==> src/rtl/regfile_pkg.sv <==
// ----------------------------------------------------------------------------
// regfile_pkg
//
// Shared definitions for the 32x32 register file and its command controller.
//   RF_DATA_W / RF_SEL_W : default register width and register-select width,
//                          shared with the `register` block.
//   op_e                 : command opcode encodings on cmd_op.
//   state_e              : controller FSM states.
//   isRejected()         : decides at accept time whether a command is
//                          answered with an error and no register-file access.
// ----------------------------------------------------------------------------
package regfile_pkg;

    localparam int RF_DATA_W = 32;
    localparam int RF_SEL_W  = 5;

    typedef enum logic [1:0] {
        OP_WR  = 2'b00,
        OP_RD  = 2'b01,
        OP_CPY = 2'b10,
        OP_ILL = 2'b11
    } op_e;

    typedef enum logic [2:0] {
        ST_IDLE  = 3'd0,
        ST_WRITE = 3'd1,
        ST_READ  = 3'd2,
        ST_WAIT  = 3'd3,
        ST_RESP  = 3'd4
    } state_e;

    // Register 0 is the hard-wired zero register, so any command that would
    // write it is refused, as is the unused opcode.
    function automatic logic isRejected(input logic [1:0] op, input logic dstIsZero);
        return (op == OP_ILL) || (((op == OP_WR) || (op == OP_CPY)) && dstIsZero);
    endfunction

endpackage

==> src/rtl/regfile_cmd_ctrl.sv <==
// ----------------------------------------------------------------------------
// regfile_cmd_ctrl
//
// Single master for the 32x32 register file. Accepts one WR / RD / CPY
// command at a time over a valid/ready command port, sequences the register
// file control pins, and returns exactly one response per command over a
// valid/ready response port.
//
// Ports:
//   clk, rst                      clock; asynchronous active-low reset
//   cmd_valid / cmd_ready         command handshake
//   cmd_op, cmd_dst, cmd_srcA,
//   cmd_srcB, cmd_data            command fields (sampled on accept only)
//   rsp_valid / rsp_ready         response handshake
//   rsp_a, rsp_b, rsp_err         response payload (stable while rsp_valid)
//   rf_EN, rf_write, rf_read      register-file strobes (single-cycle pulses)
//   rf_selectW1/R1/R2, rf_addr    register-file selects and write data
//   rf_outA, rf_outB              register-file read data (RD_LAT after read)
//   busy                          FSM is not idle
//
// Parameters: DATA_W, SEL_W, RD_LAT (1..3, read-data latency of the file).
// ----------------------------------------------------------------------------
module regfile_cmd_ctrl
    import regfile_pkg::*;
#(
    parameter int DATA_W = RF_DATA_W,
    parameter int SEL_W  = RF_SEL_W,
    parameter int RD_LAT = 1
) (
    input  logic              clk,
    input  logic              rst,
    input  logic              cmd_valid,
    output logic              cmd_ready,
    input  logic [1:0]        cmd_op,
    input  logic [SEL_W-1:0]  cmd_dst,
    input  logic [SEL_W-1:0]  cmd_srcA,
    input  logic [SEL_W-1:0]  cmd_srcB,
    input  logic [DATA_W-1:0] cmd_data,
    output logic              rsp_valid,
    input  logic              rsp_ready,
    output logic [DATA_W-1:0] rsp_a,
    output logic [DATA_W-1:0] rsp_b,
    output logic              rsp_err,
    output logic              rf_EN,
    output logic              rf_write,
    output logic              rf_read,
    output logic [SEL_W-1:0]  rf_selectW1,
    output logic [SEL_W-1:0]  rf_selectR1,
    output logic [SEL_W-1:0]  rf_selectR2,
    output logic [DATA_W-1:0] rf_addr,
    input  logic [DATA_W-1:0] rf_outA,
    input  logic [DATA_W-1:0] rf_outB,
    output logic              busy
);

    state_e            r_state;
    state_e            w_nextState;
    op_e               r_op;
    logic [SEL_W-1:0]  r_dst;
    logic [1:0]        r_waitCnt;
    logic [DATA_W-1:0] r_rspA;
    logic [DATA_W-1:0] r_rspB;
    logic              r_rspErr;
    logic              r_rfEN;
    logic              r_rfWrite;
    logic              r_rfRead;
    logic [SEL_W-1:0]  r_selW1;
    logic [SEL_W-1:0]  r_selR1;
    logic [SEL_W-1:0]  r_selR2;
    logic [DATA_W-1:0] r_rfAddr;

    logic              w_accept;
    logic              w_reject;
    logic              w_waitDone;

    assign w_accept   = (r_state == ST_IDLE) && cmd_valid;
    assign w_reject   = isRejected(cmd_op, cmd_dst == '0);
    // The WAIT state lasts RD_LAT cycles; read data is taken on its last edge.
    assign w_waitDone = (r_waitCnt == 2'(RD_LAT - 1));

    assign cmd_ready   = (r_state == ST_IDLE);
    assign busy        = (r_state != ST_IDLE);
    assign rsp_valid   = (r_state == ST_RESP);
    assign rsp_a       = r_rspA;
    assign rsp_b       = r_rspB;
    assign rsp_err     = r_rspErr;
    assign rf_EN       = r_rfEN;
    assign rf_write    = r_rfWrite;
    assign rf_read     = r_rfRead;
    assign rf_selectW1 = r_selW1;
    assign rf_selectR1 = r_selR1;
    assign rf_selectR2 = r_selR2;
    assign rf_addr     = r_rfAddr;

    // State register. Reset drops any in-flight command back to IDLE.
    always_ff @(posedge clk or negedge rst) begin
        if (!rst) begin
            r_state <= ST_IDLE;
        end else begin
            r_state <= w_nextState;
        end
    end

    // Next-state logic. Rejected commands skip the register file entirely
    // and go straight to the response.
    always_comb begin
        w_nextState = r_state;
        case (r_state)
            ST_IDLE: begin
                if (cmd_valid) begin
                    if (w_reject) begin
                        w_nextState = ST_RESP;
                    end else if (cmd_op == OP_WR) begin
                        w_nextState = ST_WRITE;
                    end else begin
                        w_nextState = ST_READ;
                    end
                end
            end
            ST_WRITE: w_nextState = ST_RESP;
            ST_READ:  w_nextState = ST_WAIT;
            ST_WAIT: begin
                if (w_waitDone) begin
                    w_nextState = (r_op == OP_CPY) ? ST_WRITE : ST_RESP;
                end
            end
            ST_RESP: begin
                if (rsp_ready) begin
                    w_nextState = ST_IDLE;
                end
            end
            default: w_nextState = ST_IDLE;
        endcase
    end

    // Datapath and register-file drive. Strobes are registered and raised on
    // the edge that enters WRITE/READ, so they are high for exactly that state
    // cycle; selects and write data simply hold between accesses. For CPY the
    // write data is taken straight from rf_outA on the same edge that
    // captures it into rsp_a, so both carry the identical copied value.
    always_ff @(posedge clk or negedge rst) begin
        if (!rst) begin
            r_op      <= OP_WR;
            r_dst     <= '0;
            r_waitCnt <= '0;
            r_rspA    <= '0;
            r_rspB    <= '0;
            r_rspErr  <= 1'b0;
            r_rfEN    <= 1'b0;
            r_rfWrite <= 1'b0;
            r_rfRead  <= 1'b0;
            r_selW1   <= '0;
            r_selR1   <= '0;
            r_selR2   <= '0;
            r_rfAddr  <= '0;
        end else begin
            r_rfEN    <= 1'b0;
            r_rfWrite <= 1'b0;
            r_rfRead  <= 1'b0;

            if (w_accept) begin
                r_op     <= op_e'(cmd_op);
                r_dst    <= cmd_dst;
                r_rspErr <= w_reject;
                r_rspB   <= '0;
                r_rspA   <= (!w_reject && (cmd_op == OP_WR)) ? cmd_data : '0;
                if (!w_reject) begin
                    if (cmd_op == OP_WR) begin
                        r_rfEN    <= 1'b1;
                        r_rfWrite <= 1'b1;
                        r_selW1   <= cmd_dst;
                        r_rfAddr  <= cmd_data;
                    end else begin
                        r_rfEN   <= 1'b1;
                        r_rfRead <= 1'b1;
                        r_selR1  <= cmd_srcA;
                        r_selR2  <= (cmd_op == OP_CPY) ? cmd_srcA : cmd_srcB;
                    end
                end
            end

            if (r_state == ST_READ) begin
                r_waitCnt <= '0;
            end

            if (r_state == ST_WAIT) begin
                r_waitCnt <= r_waitCnt + 2'd1;
                if (w_waitDone) begin
                    r_rspA <= rf_outA;
                    r_rspB <= (r_op == OP_CPY) ? '0 : rf_outB;
                    if (r_op == OP_CPY) begin
                        r_rfEN    <= 1'b1;
                        r_rfWrite <= 1'b1;
                        r_selW1   <= r_dst;
                        r_rfAddr  <= rf_outA;
                    end
                end
            end
        end
    end

endmodule

==> config.mk <==
export PLATFORM = sky130hd
export DESIGN_NAME = regfile_cmd_ctrl
export DESIGN_NICKNAME = d
export VERILOG_FILES = /design/src/rtl/regfile_pkg.sv /design/src/rtl/regfile_cmd_ctrl.sv
export SDC_FILE = /design/constraint.sdc
export NUM_CORES = 1
export LEC_CHECK = 0
export ABC_AREA = 0
export CAP_MARGIN = 10
export CORE_MARGIN = 3
export CORE_UTILIZATION = 42
export CTS_CLUSTER_SIZE = 10
export DETAILED_ROUTE_END_ITERATION = 7
export GPL_TIMING_DRIVEN = 0
export HOLD_SLACK_MARGIN = 0.08
export PLACE_DENSITY = 0.8
export SYNTH_ARGS = -nofsm -noshare
export SYNTH_HDL_FRONTEND = slang
export SYNTH_SLANG_ARGS = --single-unit
==> constraint.sdc <==
create_clock -name clk -period 2.4 [get_ports clk]
set_input_delay 0.36 -clock clk [delete_from_list [all_inputs] [get_ports clk]]
set_output_delay 0.36 -clock clk [all_outputs]
set_load 0.02 [all_outputs]
==> key figures, run 1 <==
Status
  – Status: finished, final reports clean

Layout
  – # diodes: 0
  – Final #Nets: 844
  – Footprint of the multi-input gates: 1940 sq um
  – Design area: 8580 sq um
  – Layout area overhead: 60.1%
  – Register Area: 3180 sq um
  – Layout cell share with drive strength beyond 1: 8.80%
  – Filler instances: 913

Floorplan
  – Core box area: 12,200 sq um
  – Initial Utilization: 43.9%
  – Io pins: 235
  – Row Count: 40
  – Chip Height: 119 um
  – Die ar.: 14,100 sq um
  – Die width: 119 um

Critical path
  – Critical path peak fanout: 10
  – Worst reg2reg startpoint: r_state[1]
  – CP Class: flip-flop to output pin
  – Worst setup path startpoint: r_state[0]
  – WP data arrival: 1930 ps
  – Crit end category: output pin
  – Setup crit start kind: flip-flop
  – Critical Path RT: 2040 ps

Route
  – Vias: 4,930
  – Avg WL per Cell: 19.4 um
  – DR vias/cell: 5.44
  – DRC viols: 0
  – Detailed Route WL: 17,600 um
  – TritonRoute pass-1 iters: 5
  – DRT antenna net count: 0
  – Initial DRC Count: 401

STA
  – Setup TNS: 0 ps
  – Final period util: 95.5%
  – Max Freq: 0.436 GHz
  – Max-slew violations: 0
  – Final hold vios: 0
  – Actual slew at the worst max-slew pin: 661 ps
  – Max_slew headroom: 55.5%
  – RSZ-0062 raised after global routing: false
  – Final Critical Period: 2290 ps
  – Final setup violating endpoints: 0
  – Setup Skew: 5.76 ps

Yosys
  – Seq/Total Area, Yosys: 59.3%
  – Async SR Flop Fraction: 100%
  – Synth area leaders: dfrtp_1 (59%), a22o_1 (9.8%), a21o_1 (4.2%)
  – Synth cell types: 38
  – Number of synthesized flops with an enable pin: 0
  – Synth Instances: 472
  – Post-Syn Area per Cell: 11.3 sq um
  – Synth Cell Area: 5360 sq um
  – Ys flop type: dfrtp_1
  – Top cell type's share of synthesized area: 59.3%
  – Leading area contributor after synthesis: dfrtp_1
  – Syn nets: 590
  – Synth Warn #: 0
  – Flops & latches, synth: 127

Placement
  – Placed cell area: 7930 sq um
  – Dpl hpwl: 12,800 um
  – Port-buffer cells: 233
  – Global placement routability congestion: 0.862

Clock tree
  – Htree depth: 4
  – Setup bufs post-CTS: 0
  – Clock Latency Late Sink: 410 ps
  – Clock Sinks: 127
  – Root Driver: clkbuf_16
  – Clk buf depth: 2
  – Reg clk slew, reported paths: 60 ps
  – CTS tree: built
  – Clock buffer count from CTS: 17

Global route
  – First-pass GRT wire length: 28,000 um
  – Initial antenna violation count: 0
  – Vias in the first global route: 5,274
  – Gr ovfl total: 0
  – Gr usage total: 25.1%
  – Largest net degree at the start of global routing: 73

Pwr
  – VDD IR-drop max: 0.736 mV
  – Power Density: 1330 nW/um^2
  – Leakage power: 3.90 nW

Min path
  – Hold_sp: cmd_op[0]
  – Hold Path Class: primary input to flip-flop

Run
  – Max-cap check violation count: 0
==> layout make-up <==
cell class | instances | share of cell area (%)
sequential | 127 | 37.1
timing repair buffer | 235 | 27.6
multi-input combinational | 299 | 22.7
clock buffer | 20 | 5.21
buffer | 38 | 2.47
tap | 168 | 2.45
clock inverter | 12 | 2.17
inverter | 8 | 0.350
==> where the power goes <==
part,total (mW),switching [mW],internal (mW)
logic,5.04,2.59,2.45
registers,3.60,0.538,3.06
clock network,2.74,0.967,1.77
total,11.4,4.10,7.29
==> cells in the mapped netlist (2+ instances only) <==
library cell and number:
a21o_1 30, a21oi_1 30, a21oi_2 4, a221oi_1 5
a22o_1 60, a22oi_1 29, a31oi_1 4, buf_1 2
buf_2 8, buf_6 7, clkbuf_1 20, dfrtp_1 127
inv_1 8, mux2_2 5, mux2i_1 5, nand2_1 37
nand2b_1 2, nand3_1 9, nor2_1 53, nor2b_1 2
o21ai_0 8
==> per-layer routing <==
| metal | track usage [%] | vias up | part of all wire (%) |
|---|---|---|---|
| met3 | 8.40 | 13 | 8.3 |
| met4 | 6.81 | 0 | 0.72 |
| met1 | 29.1 | 2446 | 40 |
| met2 | 44.3 | 238 | 51 |
| met5 | 0 | - | 0 |
| li1 | - | 2233 | - |
==> stage by stage <==
stage | std cells | util [%] | total power [mW] | hold WS [ps] | worst slack, ps
3_5_place_dp | 874 | 64.9 | 8.68 | 356 | -220
3_3_place_gp | 873 | 64.7 | 8.52 | 458 | -3860
2_1_floorplan | 472 | - | 6.12 | 64.4 | 425
6_report | 907 | 70.2 | 11.4 | 409 | 109
4_1_cts | 907 | 70.2 | 11.4 | 346 | 97.3
5_1_grt | 907 | 70.2 | 11.9 | 405 | 6.29
==> cells in the final DEF (no fill, tap or decap), types with 3 or more instances in the layout <==
| master | count |
|---|---|
| bufinv_16 | 4 |
| o21ai_0 | 8 |
| a221oi_1 | 5 |
| a31oi_1 | 4 |
| clkinvlp_4 | 3 |
| nand2_1 | 37 |
| mux2_2 | 5 |
| clkinv_4 | 5 |
| clkdlybuf4s50_1 | 230 |
| nand3_1 | 9 |
| dfrtp_1 | 127 |
| a21oi_1 | 30 |
| a21o_1 | 30 |
| a22o_1 | 60 |
| buf_2 | 8 |
| mux2i_1 | 5 |
| clkbuf_1 | 21 |
| clkbuf_16 | 17 |
| nor2_1 | 53 |
| inv_1 | 8 |
| a21oi_2 | 4 |
| buf_6 | 8 |
| a22oi_1 | 29 |
==> flip-flops by register name (all words and copies together), names as in the netlist, 2 cells and up <==
name	cells
r_dst	5
rsp_a	32
rsp_b	32
rf_addr	32
r_op	2
r_state	3
rf_selectR2	5
r_waitCnt	2
rf_selectR1	5
rf_selectW1	5
==> cell families after synthesis <==
family,after synthesis,share of synthesized area [%]
buffers and inverters,46,4.46
XOR/XNOR,1,0.164
multiplexers,10,1.99
AO/OA/AOI/OAI,174,24.5
flip-flops,127,59.3
adder cells (fa/ha/maj),1,0.234
AND/OR/NAND/NOR,113,9.32
==> worst max-delay path: stages (launching register included) <==
cell and delay (ps):
dfrtp_1 410, buf_2 190, nor2_1 140, nand2_1 90
inv_1 60, clkdlybuf4s50_1 620
==> repair_timing <==
item                                   in CTS  in global routing
resized for setup                           2                  4
setup endpoints to repair                   2                 19
hold buffers                                1                  0
endpoints found under the hold margin      55                  0
gates cloned                                0                  0
==> final timing paths <==
check / slack (ps) / end / depth (start not counted)
hold / removal: 410 / r_op[0] / 3
setup reg to reg: 170 / rsp_a[6] / 7
min in group asynchronous: 500 / rsp_a[8] / 2
max in group asynchronous: 1170 / rsp_b[8] / 3
hold reg to reg: 470 / rf_addr[21] / 1
setup / recovery: 110 / rsp_valid / 5
(Power assumes the default switching activity.)
==> run 2: changes to the inputs <==
--- a/config.mk
+++ b/config.mk
@@ -6,14 +6,16 @@
 export NUM_CORES = 1
 export LEC_CHECK = 0
 export ABC_AREA = 0
-export CAP_MARGIN = 10
+export CAP_MARGIN = 40
+export CELL_PAD_IN_SITES_DETAIL_PLACEMENT = 0
+export CELL_PAD_IN_SITES_GLOBAL_PLACEMENT = 2
 export CORE_MARGIN = 3
-export CORE_UTILIZATION = 42
+export CORE_UTILIZATION = 23
 export CTS_CLUSTER_SIZE = 10
 export DETAILED_ROUTE_END_ITERATION = 7
 export GPL_TIMING_DRIVEN = 0
 export HOLD_SLACK_MARGIN = 0.08
-export PLACE_DENSITY = 0.8
+export PLACE_DENSITY_LB_ADDON = 0.1
 export SYNTH_ARGS = -nofsm -noshare
 export SYNTH_HDL_FRONTEND = slang
 export SYNTH_SLANG_ARGS = --single-unit
==> constraint.sdc (replaced) <==
create_clock -name clk -period 2.1 [get_ports clk]
set_input_delay 0.315 -clock clk [delete_from_list [all_inputs] [get_ports clk]]
set_output_delay 0.315 -clock clk [all_outputs]
set_load 0.02 [all_outputs]
==> run 2 against run 1 <==
Against the previous run: cell count rose by 17%; first-iteration DRC count fell by 48%; critical path depth rose by 2; sequential power rose by 13%; via count fell by 3.1%; routed wire length rose by 9.5%; die area rose by 78%; global-route usage fell by 9.7 points; largest power group unchanged.
==> key figures, run 2 (same netlist as run 1, synthesis figures left out) <==
STA
  – Max_slew headroom: 58.7% (+3.2 points)
  – Final Critical Period: 2000 ps
  – Final setup violating endpoints: 0 (unchanged)
  – Worst Setup Slack, final: 97.7 ps (-11.3 ps)
  – Setup Skew: 17.4 ps (+11.6 ps)
  – Max Freq: 0.499 GHz
  – Final hold vios: 0 (unchanged)
  – Max-slew violations: 0 (unchanged)
  – RSZ-0062 raised after global routing: true
  – Setup TNS: 0 ps (unchanged)
  – Actual slew at the worst max-slew pin: 613 ps (-47.4 ps)
  – Final period util: 95.3%
  – WHS: 221 ps (-188 ps)

Clock tree
  – Reg clk slew, reported paths: 60 ps (about the same)
  – Clk buf depth: 2 (unchanged)
  – CTS tree: built
  – Clock buffer count from CTS: 17 (unchanged)
  – Root Driver: clkbuf_16
  – Clock Latency Late Sink: 420 ps (about the same)
  – Clock Sinks: 127 (unchanged)
  – Htree depth: 4 (unchanged)

Status
  – Status: finished, final reports clean

Pwr
  – Power Density: 1450 nW/um^2 (+8.9%)
  – Final Total Pwr: 12.7 mW (+12%)
  – Leakage power: 3.97 nW (+1.9%)
  – VDD IR-drop max: 0.551 mV (-25%)

Min path
  – Hold_sp: cmd_dst[1]
  – Hold Path Class: primary input to flip-flop

Route
  – Initial DRC Count: 208 (-48%)
  – Detailed Route WL: 19,300 um (+9.5%)
  – Vias: 4,777 (-3.1%)
  – DRT antenna net count: 0 (unchanged)
  – Avg WL per Cell: 18.2 um (-6.1%)
  – DRC viols: 0 (unchanged)
  – DR vias/cell: 4.52 (-17%)
  – TritonRoute pass-1 iters: 4 (-1)

Floorplan
  – Initial Utilization: 23.5% (-20 points)
  – Core box area: 22,800 sq um (+87%)
  – Io pins: 235 (unchanged)
  – Row Count: 55 (+38%)
  – Die width: 159 um (+33%)
  – Chip Height: 159 um (+33%)
  – Die ar.: 25,200 sq um (+78%)

Critical path
  – Worst reg2reg startpoint: r_state[1]
  – Worst setup path startpoint: cmd_dst[3]
  – Critical path peak fanout: 10 (unchanged)
  – CP bufs+invs: 3 (unchanged)
  – Setup crit start kind: primary input
  – CP top delay family: buffers and inverters
  – CP max-delay cell: clkdlybuf4s50_1
  – Crit end category: flip-flop
  – WP data arrival: 2320 ps (+390 ps)
  – CP max stage delay: 500 ps (-120 ps)
  – Critical Path RT: 2420 ps (+380 ps)
  – CP Class: primary input to flip-flop
  – Crit-path cells: clkdlybuf4s50_1 > or4_1 > o2111a_1 > clkbuf_4 > buf_6 > a22o_1 > a21o_1

Layout
  – # diodes: 0 (unchanged)
  – Most common cell after layout, fill and taps aside: clkdlybuf4s50_1
  – Layout cell share with drive strength beyond 1: 11.7% (+2.9 points)
  – Cell Count, Final, Fillers Out: 1,058 (+17%)
  – Final core occ: 38.6% (-32 points)
  – Design area: 8790 sq um (+2.6%)
  – Commonest cells after routing, fill and taps aside: clkdlybuf4s50_1 (226), dfrtp_1 (127), a22o_1 (60), nor2_1 (53), nand2_1 (37)
  – Layout area overhead: 64.2%
  – Final #Nets: 850 (+0.71%)

Run
  – Max-cap check violation count: 0 (unchanged)

Global route
  – Gr ovfl total: 0 (unchanged)
  – Largest net degree at the start of global routing: 85 (+16%)
  – First-pass GRT wire length: 29,600 um (+5.6%)
  – Gr usage total: 15.4% (-9.7 points)
  – Vias in the first global route: 5,051 (-4.2%)
  – Initial antenna violation count: 0 (unchanged)

Placement
  – Port-buffer cells: 233 (unchanged)
  – Place WS: -490 ps (-270 ps)
  – Dpl cells: 1,020 (+17%)
  – Placed cell area: 8120 sq um (+2.4%)
  – Global placement routability congestion: 0.731 (-15%)
  – Dpl hpwl: 13,900 um (+8.2%)
## run 2: metal layers
layer / global-route usage (%) / vias up / wire length [um]
met1: 21.1 / 2381 / 8810
li1: - / 2244 / -
met2: 23.5 / 142 / 9090
met4: 3.69 / 0 / 131
met5: 0 / - / 0
met3: 5.08 / 10 / 1260
## run 2: worst paths after layout
check / end / slack [ps] / depth (start not counted)
max in group asynchronous: rf_addr[15] / 900 / 3
setup reg to reg: rf_selectR1[1] / 100 / 6
min in group asynchronous: rf_read / 400 / 2
setup / recovery: rf_addr[23] / 100 / 7
hold / removal: r_dst[1] / 220 / 3
hold reg to reg: r_dst[0] / 480 / 2
## run 2: worst reg2reg max path: cells and delay by family (launching register included)
| kind | cells | cell delay (ps) |
|---|---|---|
| AO/OA/AOI/OAI | 1 | 200 |
| buffers and inverters | 3 | 470 |
| flip-flops | 1 | 370 |
| multiplexers | 1 | 330 |
| AND/OR/NAND/NOR | 1 | 510 |
## run 2: what timing repair did
| action | in CTS | in global routing |
|---|---|---|
| gates resized for setup | 15 | 28 |
| buffers inserted | 3 | 2 |
| pin swaps | 1 | 0 |
| hold endpoints to repair | 43 | 0 |
| endpoints found under the setup margin | 75 | 95 |
| hold buffers | 1 | 0 |
## run 2: cell type report
type	count	area, sq um
fillers	2238	14000
flip-flops and latches	127	3180
repair buffers	241	2440
multi-input cells	299	1960
clock buffers	19	453
well taps	313	392
plain buffers	38	248
clock inverters	13	101
inverters	8	30.0
## run 2: report_power, final
part / leakage, nW / switching [mW] / total (mW) / internal (mW)
combinational: 2.05 / 2.97 / 5.85 / 2.88
sequential: 1.65 / 0.581 / 4.08 / 3.50
clock: 0.275 / 1.20 / 2.79 / 1.59
total: 3.97 / 4.75 / 12.7 / 7.97
==> run 3: changes to the inputs <==
--- a/config.mk
+++ b/config.mk
@@ -6,6 +6,7 @@
 export NUM_CORES = 1
 export LEC_CHECK = 0
 export ABC_AREA = 0
+export ABC_CLOCK_PERIOD_IN_PS = 2100
 export CAP_MARGIN = 40
 export CELL_PAD_IN_SITES_DETAIL_PLACEMENT = 0
 export CELL_PAD_IN_SITES_GLOBAL_PLACEMENT = 2
@@ -16,6 +17,7 @@
 export GPL_TIMING_DRIVEN = 0
 export HOLD_SLACK_MARGIN = 0.08
 export PLACE_DENSITY_LB_ADDON = 0.1
+export SLEW_MARGIN = 20
 export SYNTH_ARGS = -nofsm -noshare
 export SYNTH_HDL_FRONTEND = slang
 export SYNTH_SLANG_ARGS = --single-unit
==> run 3 against run 2 <==
Against the previous run: via count rose by 0.46%; die area is the same; setup slack worse by 12 ps; routed wire length is 0.39% lower; total power grew 3.4%; register-to-register slack about the same; clock skew decreased by 7.1 ps; sequential power barely moved; clock power grew 15%; cell count about the same; hold slack improved by 1.6 ps; critical path type is now flip-flop to output pin.
==> key figures, run 3 (same netlist as run 1, synthesis figures left out) <==
Global route
  – Largest net degree at the start of global routing: 85 (unchanged)
  – Met1 Use GR: 20.4% (-0.69 points)
  – Met2 GRT Util: 23.5% (about the same)
  – Vias in the first global route: 5,080 (+0.57%)
  – Gr usage total: 15.2% (-0.11 points)
  – Met3 usage: 4.68% (-0.41 points)
  – Initial antenna violation count: 0 (unchanged)
  – Gr ovfl total: 0 (unchanged)
  – Grt peak-use layer: met2
  – First-pass GRT wire length: 29,400 um (-0.65%)

Layout
  – Register Area: 3180 sq um (unchanged)
  – # diodes: 0 (unchanged)
  – Footprint of the multi-input gates: 1950 sq um (-0.13%)
  – Filler instances: 2,215 (-1.0%)
  – Design area: 8870 sq um (+0.85%)
  – Commonest cells after routing, fill and taps aside: clkdlybuf4s50_1 (226), dfrtp_1 (127), a22o_1 (60), nor2_1 (53), nand2_1 (37)
  – Layout cell share with drive strength beyond 1: 11.2% (-0.52 points)
  – Final core occ: 38.9% (+0.33 points)
  – Final #Nets: 849 (-0.12%)
  – Most common cell after layout, fill and taps aside: clkdlybuf4s50_1
  – Cell Count, Final, Fillers Out: 1,057 (-0.095%)
  – Layout area overhead: 65.6%

Placement
  – Place WS: -481 ps (+9.00 ps)
  – Global placement routability congestion: 0.731 (unchanged)
  – Placed cell area: 8120 sq um (about the same)
  – Dpl hpwl: 13,800 um (-0.37%)
  – Port-buffer cells: 233 (unchanged)
  – Dpl cells: 1,020 (unchanged)

Critical path
  – CP top delay family: buffers and inverters
  – Reg2reg setup slack: 100 ps (about the same)
  – WP data arrival: 1700 ps (-620 ps)
  – Crit-path cells: buf_6 > or3_4 > inv_1 > clkdlybuf4s15_2
  – Crit end category: output pin
  – CP bufs+invs: 3 (unchanged)
  – Critical path peak fanout: 10 (unchanged)
  – Critical Path RT: 1780 ps (-640 ps)
  – CP max-delay cell: dfrtp_1
  – Setup crit start kind: flip-flop
  – CP Class: flip-flop to output pin
  – CP max stage delay: 430 ps (-70 ps)

Floorplan
  – Chip Height: 159 um (unchanged)
  – Core box area: 22,800 sq um (unchanged)
  – Die width: 159 um (unchanged)
  – Row Count: 55 (unchanged)
  – Initial Utilization: 23.5% (unchanged)
  – Die ar.: 25,200 sq um (unchanged)
  – Io pins: 235 (unchanged)

Clock tree
  – Clk buf depth: 2 (unchanged)
  – Clock Latency Late Sink: 420 ps (about the same)
  – Root Driver: clkbuf_16
  – Reg clk slew, reported paths: 60 ps (about the same)
  – Clock buffer count from CTS: 17 (unchanged)
  – CTS tree: built
  – Htree depth: 4 (unchanged)
  – Clock Sinks: 127 (unchanged)

STA
  – Actual slew at the worst max-slew pin: 640 ps (+26.3 ps)
  – Final hold vios: 0 (unchanged)
  – Max Freq: 0.496 GHz (-0.60%)
  – Setup Skew: 10.3 ps (-7.09 ps)
  – Final period util: 95.9% (+0.58 points)
  – RSZ-0062 raised after global routing: true
  – Final setup violating endpoints: 0 (unchanged)
  – Max_slew headroom: 57.2% (-1.5 points)
  – Worst Setup Slack, final: 85.6 ps (-12.1 ps)
  – Setup TNS: 0 ps (unchanged)
  – Final Critical Period: 2010 ps (+12.1 ps)
  – Max-slew violations: 0 (unchanged)

Route
  – Initial DRC Count: 194 (-6.7%)
  – Vias: 4,799 (+0.46%)
  – TritonRoute pass-1 iters: 4 (unchanged)
  – DRT antenna net count: 0 (unchanged)
  – Detailed Route WL: 19,200 um (-0.39%)
  – Avg WL per Cell: 18.2 um (-0.30%)
  – DRC viols: 0 (unchanged)
  – DR vias/cell: 4.54 (+0.56%)

Pwr
  – Comb pwr share: 44.3% (-1.7 points)
  – Clock share of power: 24.5% (+2.6 points)
  – Internal Power: 8.43 mW (+5.8%)
  – Sw frac: 35.9% (-1.5 points)
  – Sequential power share: 31.2% (-0.9 points)
  – VDD IR-drop max: 0.547 mV (-0.72%)
  – Power Density: 1480 nW/um^2 (+2.5%)
  – Psw: 4.71 mW (-0.71%)
  – Leakage power: 4.00 nW (+0.73%)

Min path
  – Hold Path Class: primary input to flip-flop

Run
  – Max-cap check violation count: 0 (unchanged)

Status
  – Status: finished, final reports clean
[run 3: cell count changes in the layout (fill, tap and decap cells not counted), sizes merged]
cell           previous run  this run
bufinv                    0         4
dlygate4sd2               1         0
clkdlybuf4s15             2         3
clkinv                    6         4
inv                      14        11
[run 3: cell type report]
cell class	instances	share of cell area (%)
tap	313	4.42
timing repair buffer	240	27.4
sequential	127	35.8
clock inverter	12	2.05
clock buffer	20	5.15
buffer	38	2.75
multi-input combinational	299	22.0
inverter	8	0.339
[run 3: worst min-delay path, cell delays in order]
cell            delay, ps
dlymetal6s2s_1        170
nand2_1                70
nand2_1                40
[run 3: repair_timing]
item | in CTS | in global routing
endpoints found under the hold margin | 43 | 0
hold buffers | 1 | 0
buffers inserted | 3 | 1
endpoints found under the setup margin | 75 | 99
pin swaps | 1 | 0
gates resized for setup | 13 | 27
[run 3: routing by layer]
layer,vias up,routed length [um]
li1,2242,-
met2,148,9050
met3,18,1290
met5,-,0
met1,2391,8590
met4,0,284
[run 3: path summary, 6_finish.rpt]
kind	startpoint	to	depth (start not counted)
max	r_state[0]	cmd_ready	4
min	cmd_dst[1]	r_dst[1]	3
max reg2reg	r_state[1]	rf_selectR1[1]	6
min reg2reg	rf_addr[13]	rf_addr[13]	1
max in group asynchronous	rst	rf_addr[22]	3
min in group asynchronous	rst	rf_read	2
[run 3: through the flow]
stage          hold WS (ps)  power [mW]
5_1_grt                 229        13.9
6_report                223        13.1
4_1_cts                 343        13.3
3_5_place_dp            235        9.97
2_1_floorplan          19.4        6.99
3_3_place_gp            459        9.90
[run 3: power by group through the flow]
| stage | logic [mW] | registers (mW) | clock network, mW |
|---|---|---|---|
| 6_report | 5.83 | 4.10 | 3.22 |
| 5_1_grt | 6.28 | 4.23 | 3.43 |
| 4_1_cts | 5.89 | 4.11 | 3.31 |
| 3_5_place_dp | 5.85 | 4.12 | 0 |
| 3_3_place_gp | 5.80 | 4.10 | 0 |
| 2_1_floorplan | 1.78 | 5.21 | 0 |
